<file path="src/rtl/vga_pkg.sv">
// Constants and state encodings shared by the text console and the VGA scanner.
// Geometry here must match the scanner's character-area layout in vmem.
package vga_pkg;
  localparam int VMEMSTART = 1024;
  localparam int COLS      = 80;
  localparam int ROWS      = 60;

  localparam logic [6:0] ASCII_BS = 7'h08;
  localparam logic [6:0] ASCII_LF = 7'h0A;
  localparam logic [6:0] ASCII_FF = 7'h0C;
  localparam logic [6:0] ASCII_CR = 7'h0D;

  typedef enum logic [2:0] {
    S_IDLE,
    S_PUT,
    S_SCROLL,
    S_FILL,
    S_CLEAR
  } state_t;
endpackage

</file>
<file path="src/rtl/vmem_blit.sv">
// Copy/fill engine on the CPU-side vmem port: fill writes begin the cycle after start,
// copy writes trail their reads by one cycle; done marks the cycle of the final write.
module vmem_blit
  import vga_pkg::*;
#(
  parameter int         VMEMSTART      = 1024,
  parameter int         AREA           = 4800,
  parameter logic [7:0] FILL_CHAR      = 8'h20,
  parameter bit         CLEAR_ON_RESET = 1'b1
) (
  input  logic        clk,
  input  logic        rst,
  input  logic        start,
  input  logic        fill_mode,
  input  logic [12:0] src,
  input  logic [12:0] dst,
  input  logic [12:0] len,
  input  logic [7:0]  fill_byte,
  output logic        done,
  output logic [12:0] vmem_raddr,
  input  logic [7:0]  vmem_rdata,
  output logic [12:0] vmem_waddr,
  output logic [7:0]  vmem_wdata,
  output logic        vmem_we
);
  logic        active;
  logic        fill_q;
  logic [7:0]  byte_q;
  logic [12:0] src_ptr;
  logic [12:0] dst_ptr;
  logic [12:0] cnt;
  logic        we_q;
  logic        copy_q;
  logic        last_q;
  logic [12:0] waddr_q;
  logic [12:0] raddr_q;
  logic [7:0]  wdata_q;

  // Reset arms a full-area fill so the power-on clear starts on the first live cycle.
  always_ff @(posedge clk) begin
    if (!rst) begin
      active  <= CLEAR_ON_RESET;
      fill_q  <= 1'b1;
      byte_q  <= FILL_CHAR;
      src_ptr <= 13'(VMEMSTART);
      dst_ptr <= 13'(VMEMSTART);
      cnt     <= 13'(AREA);
      we_q    <= 1'b0;
      copy_q  <= 1'b0;
      last_q  <= 1'b0;
      waddr_q <= 13'(VMEMSTART);
      raddr_q <= 13'(VMEMSTART);
      wdata_q <= 8'h00;
    end else if (start) begin
      fill_q <= fill_mode;
      byte_q <= fill_byte;
      copy_q <= 1'b0;
      cnt    <= len - 13'd1;
      if (fill_mode) begin
        we_q    <= 1'b1;
        waddr_q <= dst;
        wdata_q <= fill_byte;
        dst_ptr <= dst + 13'd1;
        last_q  <= (len == 13'd1);
        active  <= (len != 13'd1);
      end else begin
        we_q    <= 1'b0;
        last_q  <= 1'b0;
        raddr_q <= src;
        src_ptr <= src + 13'd1;
        dst_ptr <= dst;
        active  <= 1'b1;
      end
    end else if (active && fill_q) begin
      we_q    <= 1'b1;
      waddr_q <= dst_ptr;
      wdata_q <= byte_q;
      dst_ptr <= dst_ptr + 13'd1;
      cnt     <= cnt - 13'd1;
      last_q  <= (cnt == 13'd1);
      active  <= (cnt != 13'd1);
    end else if (active) begin
      // Each cycle writes the byte read last cycle and issues the next read.
      we_q    <= 1'b1;
      copy_q  <= 1'b1;
      waddr_q <= dst_ptr;
      dst_ptr <= dst_ptr + 13'd1;
      last_q  <= (cnt == 13'd0);
      if (cnt != 13'd0) begin
        raddr_q <= src_ptr;
        src_ptr <= src_ptr + 13'd1;
        cnt     <= cnt - 13'd1;
      end else begin
        active <= 1'b0;
      end
    end else begin
      we_q   <= 1'b0;
      copy_q <= 1'b0;
      last_q <= 1'b0;
    end
  end

  assign vmem_we    = we_q;
  assign vmem_waddr = waddr_q;
  assign vmem_raddr = raddr_q;
  assign vmem_wdata = copy_q ? vmem_rdata : wdata_q;
  assign done       = last_q;
endmodule

</file>
<file path="src/rtl/vga_text_console.sv">
// Byte-stream terminal writing glyphs into vmem: printable byte written 1 cycle after accept;
// char_ready drops for every multi-cycle operation and the producer holds char_valid meanwhile.
module vga_text_console #(
  parameter int         VMEMSTART      = vga_pkg::VMEMSTART,
  parameter int         COLS           = vga_pkg::COLS,
  parameter int         ROWS           = vga_pkg::ROWS,
  parameter logic [7:0] FILL_CHAR      = 8'h20,
  parameter bit         CLEAR_ON_RESET = 1'b1
) (
  input  logic        clk,
  input  logic        rst,
  input  logic [7:0]  char_in,
  input  logic        char_valid,
  output logic        char_ready,
  output logic [12:0] vmem_raddr,
  input  logic [7:0]  vmem_rdata,
  output logic [12:0] vmem_waddr,
  output logic [7:0]  vmem_wdata,
  output logic        vmem_we,
  output logic [6:0]  cursor_col,
  output logic [5:0]  cursor_row,
  output logic        busy
);
  import vga_pkg::*;

  localparam logic [12:0] BASE      = 13'(VMEMSTART);
  localparam logic [12:0] STRIDE    = 13'(COLS);
  localparam logic [12:0] AREA      = 13'(COLS * ROWS);
  localparam logic [12:0] LAST_BASE = 13'(VMEMSTART + (ROWS - 1) * COLS);
  localparam logic [6:0]  LAST_COL  = 7'(COLS - 1);
  localparam logic [5:0]  LAST_ROW  = 6'(ROWS - 1);

  state_t      state, next_state;
  logic [6:0]  col;
  logic [5:0]  row;
  logic [12:0] rowbase;
  logic        accept;
  logic [6:0]  code;
  logic        at_end, at_bottom;
  logic        blit_start, blit_fill, blit_done;
  logic [12:0] blit_src, blit_dst, blit_len;
  logic [7:0]  blit_byte;

  assign char_ready = (state == S_IDLE);
  assign busy       = ~char_ready;
  assign accept     = char_valid & char_ready;
  assign code       = char_in[6:0];
  assign at_end     = (col == LAST_COL);
  assign at_bottom  = (row == LAST_ROW);
  assign cursor_col = col;
  assign cursor_row = row;

  always_ff @(posedge clk) begin
    if (!rst) state <= CLEAR_ON_RESET ? S_CLEAR : S_IDLE;
    else      state <= next_state;
  end

  always_comb begin
    next_state = state;
    case (state)
      S_IDLE: begin
        if (accept) begin
          if (code == ASCII_FF)                          next_state = S_CLEAR;
          else if (code == ASCII_LF)                     next_state = at_bottom ? S_SCROLL : S_IDLE;
          else if (code != ASCII_CR && code != ASCII_BS) next_state = S_PUT;
        end
      end
      S_PUT:          next_state = (at_end && at_bottom) ? S_SCROLL : S_IDLE;
      S_SCROLL:       if (blit_done) next_state = S_FILL;
      S_FILL, S_CLEAR: if (blit_done) next_state = S_IDLE;
      default:        next_state = S_IDLE;
    endcase
  end

  // Every entry into a writing state launches exactly one blit on the transition edge.
  always_comb begin
    blit_start = 1'b0;
    blit_fill  = 1'b1;
    blit_src   = BASE + STRIDE;
    blit_dst   = rowbase + {6'd0, col};
    blit_len   = 13'd1;
    blit_byte  = char_in;
    if (next_state != state) begin
      case (next_state)
        S_PUT: blit_start = 1'b1;
        S_SCROLL: begin
          blit_start = 1'b1;
          blit_fill  = 1'b0;
          blit_dst   = BASE;
          blit_len   = AREA - STRIDE;
        end
        S_FILL: begin
          blit_start = 1'b1;
          blit_dst   = LAST_BASE;
          blit_len   = STRIDE;
          blit_byte  = FILL_CHAR;
        end
        S_CLEAR: begin
          blit_start = 1'b1;
          blit_dst   = BASE;
          blit_len   = AREA;
          blit_byte  = FILL_CHAR;
        end
        default: ;
      endcase
    end
  end

  always_ff @(posedge clk) begin
    if (!rst) begin
      col     <= 7'd0;
      row     <= 6'd0;
      rowbase <= BASE;
    end else begin
      case (state)
        S_IDLE: begin
          if (accept) begin
            if (code == ASCII_CR) begin
              col <= 7'd0;
            end else if (code == ASCII_LF && !at_bottom) begin
              row     <= row + 6'd1;
              rowbase <= rowbase + STRIDE;
            end else if (code == ASCII_BS && col != 7'd0) begin
              col <= col - 7'd1;
            end
          end
        end
        S_PUT: begin
          if (!at_end) begin
            col <= col + 7'd1;
          end else begin
            col <= 7'd0;
            if (!at_bottom) begin
              row     <= row + 6'd1;
              rowbase <= rowbase + STRIDE;
            end
          end
        end
        S_CLEAR: begin
          if (blit_done) begin
            col     <= 7'd0;
            row     <= 6'd0;
            rowbase <= BASE;
          end
        end
        default: ;
      endcase
    end
  end

  vmem_blit #(
    .VMEMSTART      (VMEMSTART),
    .AREA           (COLS * ROWS),
    .FILL_CHAR      (FILL_CHAR),
    .CLEAR_ON_RESET (CLEAR_ON_RESET)
  ) u_blit (
    .clk        (clk),
    .rst        (rst),
    .start      (blit_start),
    .fill_mode  (blit_fill),
    .src        (blit_src),
    .dst        (blit_dst),
    .len        (blit_len),
    .fill_byte  (blit_byte),
    .done       (blit_done),
    .vmem_raddr (vmem_raddr),
    .vmem_rdata (vmem_rdata),
    .vmem_waddr (vmem_waddr),
    .vmem_wdata (vmem_wdata),
    .vmem_we    (vmem_we)
  );
endmodule

</file>
<file path="config.mk">
export PLATFORM = sky130hd
export DESIGN_NAME = vga_text_console
export DESIGN_NICKNAME = d
export VERILOG_FILES = /design/src/rtl/vga_pkg.sv /design/src/rtl/vmem_blit.sv /design/src/rtl/vga_text_console.sv
export SDC_FILE = /design/constraint.sdc
export NUM_CORES = 1
export LEC_CHECK = 0
export CORE_AREA = 4 4 90 135
export CTS_BUF_LIST = sky130_fd_sc_hd__clkbuf_4 sky130_fd_sc_hd__clkbuf_8 sky130_fd_sc_hd__clkbuf_16
export DETAILED_ROUTE_END_ITERATION = 6
export DIE_AREA = 0 0 94 139
export PLACE_DENSITY = 0.88
export SKIP_LAST_GASP = 1
export SYNTH_ARGS = -nofsm -noshare
export SYNTH_HDL_FRONTEND = slang
export SYNTH_SLANG_ARGS = --single-unit
</file>
<file path="constraint.sdc">
create_clock -name clk -period 6.35 [get_ports clk]
set_clock_uncertainty 0.1 [all_clocks]
set_input_delay 1.5875 -clock clk [delete_from_list [all_inputs] [get_ports clk]]
set_output_delay 1.5875 -clock clk [all_outputs]
set_load 0.02 [all_outputs]
</file>
==> qor.log <==
qor: clocking.cts.clk_slew.worst_paths 0.08 ns
qor: synthesis.yosysWarningCount 0
qor: drt.num_vias 6,256
qor: timing.final-hold-violation-count 0
qor: drt.drtPass1Iterations 5
qor: clocking.number_of_buffers_inserted_during_clock_tree_synthesis 9
qor: cells_and_area.num-fill-cells 926
qor: global_routing.global_route_wire_length_before_repair 29,870 µm
qor: synthesis.yosys.area.top_type sky130_fd_sc_hd__dfxtp_1
qor: worst_hold_path.worstHoldPathCells 2
qor: drt.drt-initial-drc-count 600
qor: place.place_area 0.006938 mm²
qor: die.pin_count 69
qor: global_routing.grt.overflow.total 0
qor: synthesis.yosys.area.top_type_share 0.3605
qor: timing.slew_violations 0
qor: clocking.cts_tree built
qor: power_and_ir_drop.irDropWorstVdd 0.1702 mV
qor: power_and_ir_drop.power.internal 1095 µW
qor: timing.finalSetupViolCount 0
qor: setup_path.crit_arrival 5.27 ns
qor: clocking.cts.repair_timing.setup_buffer_count 0
qor: clocking.clock_tree.buffer_depth 2
qor: power_and_ir_drop.cellLeakagePower 0.002523 µW
qor: power_and_ir_drop.netSwitchingPower 443.3 µW
qor: synthesis.synth_area_leaders sky130_fd_sc_hd__dfxtp_1 (36%), sky130_fd_sc_hd__a21oi_1 (4.6%), sky130_fd_sc_hd__nor2_1 (4.6%)
qor: setup_path.critical_path_required 6.50 ns
qor: power_and_ir_drop.swShare 0.2882
qor: timing.max_freq 195.3 MHz
qor: power_and_ir_drop.power.density 212.8 mW/mm²
qor: die.die_area 0.01307 mm²
qor: die.number_of_standard_cell_rows_in_the_floorplan 47
qor: cells_and_area.antenna-diode-count 0
qor: power_and_ir_drop.pwr-share-seq 0.493
qor: timing.finalCritPeriodShare 0.8063
qor: global_routing.grt_use_total 0.2809
qor: clocking.post_cts_hold_buffer_count 0
qor: setup_path.end_kind flop
qor: setup_path.cp_max_fo 10
qor: synthesis.unique_masters_post_synth 71
qor: clocking.cts-htree-levels 3
qor: synthesis.postSynthCellCount 776
qor: global_routing.first_global_vias 6,139
qor: outcome.run_status complete, no violations
qor: clocking.worst_skew_pair.late_latency 0.36 ns
qor: timing.worst_slew_pin_slew 0.9721 ns
qor: cells_and_area.synthToLayoutAreaGrowth 17.25%
qor: place.hpwlAfterDp 13,060 µm
qor: drt.finalWirelength 18,030 µm
qor: setup_path.timing.setup.critical_path_class in2reg
qor: die.coreArea 0.01094 mm²
qor: power_and_ir_drop.power.combinational.fraction 0.144
qor: place.gp_congestion 1.007
qor: global_routing.grt_antenna_before_repair 0
qor: timing.period_minus_slack 5.120 ns
qor: die.die_y 139 µm
qor: setup_path.cp-start-kind input pin
qor: global_routing.grt_max_degree 46
qor: synthesis.synth-edff-count 0
qor: die.initial_core_util 0.5636
qor: place.port-buffer-count 68
qor: drt.detail_route.wl_per_cell 18.57 µm
qor: clocking.root_buffer sky130_fd_sc_hd__clkbuf_16
qor: synthesis.synth-async-reset-ratio 0
qor: synthesis.synth_top_cells_by_count sky130_fd_sc_hd__dfxtp_1 (111), sky130_fd_sc_hd__nor2_1 (75), sky130_fd_sc_hd__nand2_1 (70), sky130_fd_sc_hd__a21oi_1 (57), sky130_fd_sc_hd__nand3_1 (46)
qor: cells_and_area.fin_area 0.007228 mm²
qor: die.die_width 94 µm
qor: synthesis.syn-num-nets 809
qor: cells_and_area.fin_nets 852
qor: cells_and_area.post_route_cells_drive_above_1_share 0.07888
qor: flow_run.maxCapViolCount 0
qor: synthesis.post_synth.cell_area_avg 7.944 µm²
qor: timing.rsz_0062_raised_after_global_routing no
qor: synthesis.synth_sequential_area_ratio 0.3605
qor: clocking.cts_sinks 111
qor: clocking.post_cts_resize_count 0
qor: timing.fin_tns_setup 0 ns
qor: synthesis.ys.flop_type sky130_fd_sc_hd__dfxtp_1
qor: timing.timing.slew.headroom 0.3417
qor: drt.post_route_drc_violation_count 0
qor: power_and_ir_drop.clockPowerShare 0.363
qor: drt.antenna_left 0
qor: setup_path.reg2reg_depth 12
qor: synthesis.synth_register_bits 111
qor: worst_hold_path.worst_hold_path_type reg2reg
qor: drt.drt-vias-per-instance 6.443
qor: synthesis.synth_area 0.006165 mm²
qor: synthesis.synthMostInstantiatedCell sky130_fd_sc_hd__dfxtp_1
qor: cells_and_area.final_core_utilization 0.6608
[cell type report]
class,count,area (µm²),share of cell area
inverters,22,82.58,0.01142
multi-input cells,591,3649,0.5048
flip-flops and latches,111,2222,0.3074
repair buffers,84,800.8,0.1108
clock inverters,7,65.06,0.009001
clock buffers,9,225.2,0.03116
well taps,147,183.9,0.02545
[power by group through the flow]
stage / Clock, µW / Sequential (µW) / Combinational, µW
after global placement: 0 / 771 / 210
after detailed placement: 0 / 773 / 216
after global routing: 595 / 762 / 241
after floorplan: 0 / 768 / 148
after CTS: 566 / 757 / 218
final: 558 / 759 / 221
[metrics by stage]
| stage | setup slack (ns) | hold slack, ns | power, µW | instances |
|---|---|---|---|---|
| final | 1.230 | 0.3658 | 1538 | 971 |
| after global routing | 1.036 | 0.3915 | 1598 | 971 |
| after CTS | 1.348 | 0.3684 | 1542 | 971 |
| after detailed placement | 1.003 | 0.3565 | 989.2 | 955 |
| after global placement | 1.166 | 0.3486 | 981.6 | 955 |
| after floorplan | 1.372 | 0.3398 | 915.6 | 776 |
[routing by layer]
layer  up-vias  part of all wire  GRT usage
li1       2932                 -          -
met1      2926              0.38     0.3219
met2       319              0.51     0.4807
met3        79             0.065    0.05103
met4         0             0.048     0.1591
met5         -                 0          0
[cell families (layout without fill, tap and decap cells)]
family,after synthesis,in the layout,synth area share
adders and majority gates,14,14,0.02842
AOI/OAI and AO/OA,209,209,0.2255
xor gates and xnor gates,44,44,0.06251
and+or+nand+nor,312,312,0.2541
DFF,111,111,0.3605
buffers and inverters,74,122,0.04770
muxes,12,12,0.02131
[path summary, 6_finish.rpt]
path                    start                 end  slack (ns)
max reg2reg          state[1]  u_blit.dst_ptr[12]        2.74
max                char_in[2]  u_blit.dst_ptr[12]        1.23
min reg2reg  u_blit.byte_q[0]    u_blit.byte_q[0]        0.37
min          u_blit.byte_q[0]    u_blit.byte_q[0]        0.37
[state kept, by name, summed over array words and instances, names as in the netlist]
name	flops
cursor_col	7
cursor_row	6
rowbase	9
state	3
u_blit.active	1
u_blit.byte_q	8
u_blit.cnt	13
u_blit.copy_q	1
u_blit.done	1
u_blit.dst_ptr	13
u_blit.fill_q	1
u_blit.src_ptr	13
u_blit.vmem_raddr	13
u_blit.vmem_waddr	13
u_blit.vmem_we	1
u_blit.wdata_q	8
[cells in the final DEF (no fill, tap or decap), types with 5 or more instances in the layout]
cell type                           n
sky130_fd_sc_hd__nand4_1           18
sky130_fd_sc_hd__o221a_2            7
sky130_fd_sc_hd__nand2b_1           8
sky130_fd_sc_hd__xnor2_1           24
sky130_fd_sc_hd__clkdlybuf4s50_1   68
sky130_fd_sc_hd__o21ai_0           44
sky130_fd_sc_hd__nand2_1           70
sky130_fd_sc_hd__a22oi_1           14
sky130_fd_sc_hd__and3_1             8
sky130_fd_sc_hd__a31oi_1           14
sky130_fd_sc_hd__nand3_1           46
sky130_fd_sc_hd__a21oi_1           57
sky130_fd_sc_hd__dfxtp_1          111
sky130_fd_sc_hd__o21a_1             7
sky130_fd_sc_hd__and2_1             5
sky130_fd_sc_hd__nor3_1            29
sky130_fd_sc_hd__inv_1             21
sky130_fd_sc_hd__or3_1             14
sky130_fd_sc_hd__nor2_1            75
sky130_fd_sc_hd__mux2_2             9
sky130_fd_sc_hd__nor4_1             8
sky130_fd_sc_hd__ha_1              14
sky130_fd_sc_hd__xor2_1            20
sky130_fd_sc_hd__or4_1              6
sky130_fd_sc_hd__a221o_1            5
sky130_fd_sc_hd__buf_4             16
sky130_fd_sc_hd__clkbuf_16          9
sky130_fd_sc_hd__a211oi_1          13
sky130_fd_sc_hd__o31ai_1            7
[worst max-delay path, stage by stage]
cell                              delay (ns)
sky130_fd_sc_hd__clkdlybuf4s50_1        0.58
sky130_fd_sc_hd__or3b_2                 0.58
sky130_fd_sc_hd__o21bai_1               0.23
sky130_fd_sc_hd__nand4_1                0.16
sky130_fd_sc_hd__and3_1                 0.20
sky130_fd_sc_hd__inv_1                  0.08
sky130_fd_sc_hd__nor2_1                 0.15
sky130_fd_sc_hd__ha_1                   0.20
sky130_fd_sc_hd__nand3_1                0.14
sky130_fd_sc_hd__or4b_2                 0.72
sky130_fd_sc_hd__nor4_1                 0.38
sky130_fd_sc_hd__xor2_1                 0.18
sky130_fd_sc_hd__o21ai_0                0.08
Note: power is estimated with default switching activity, not from simulation.
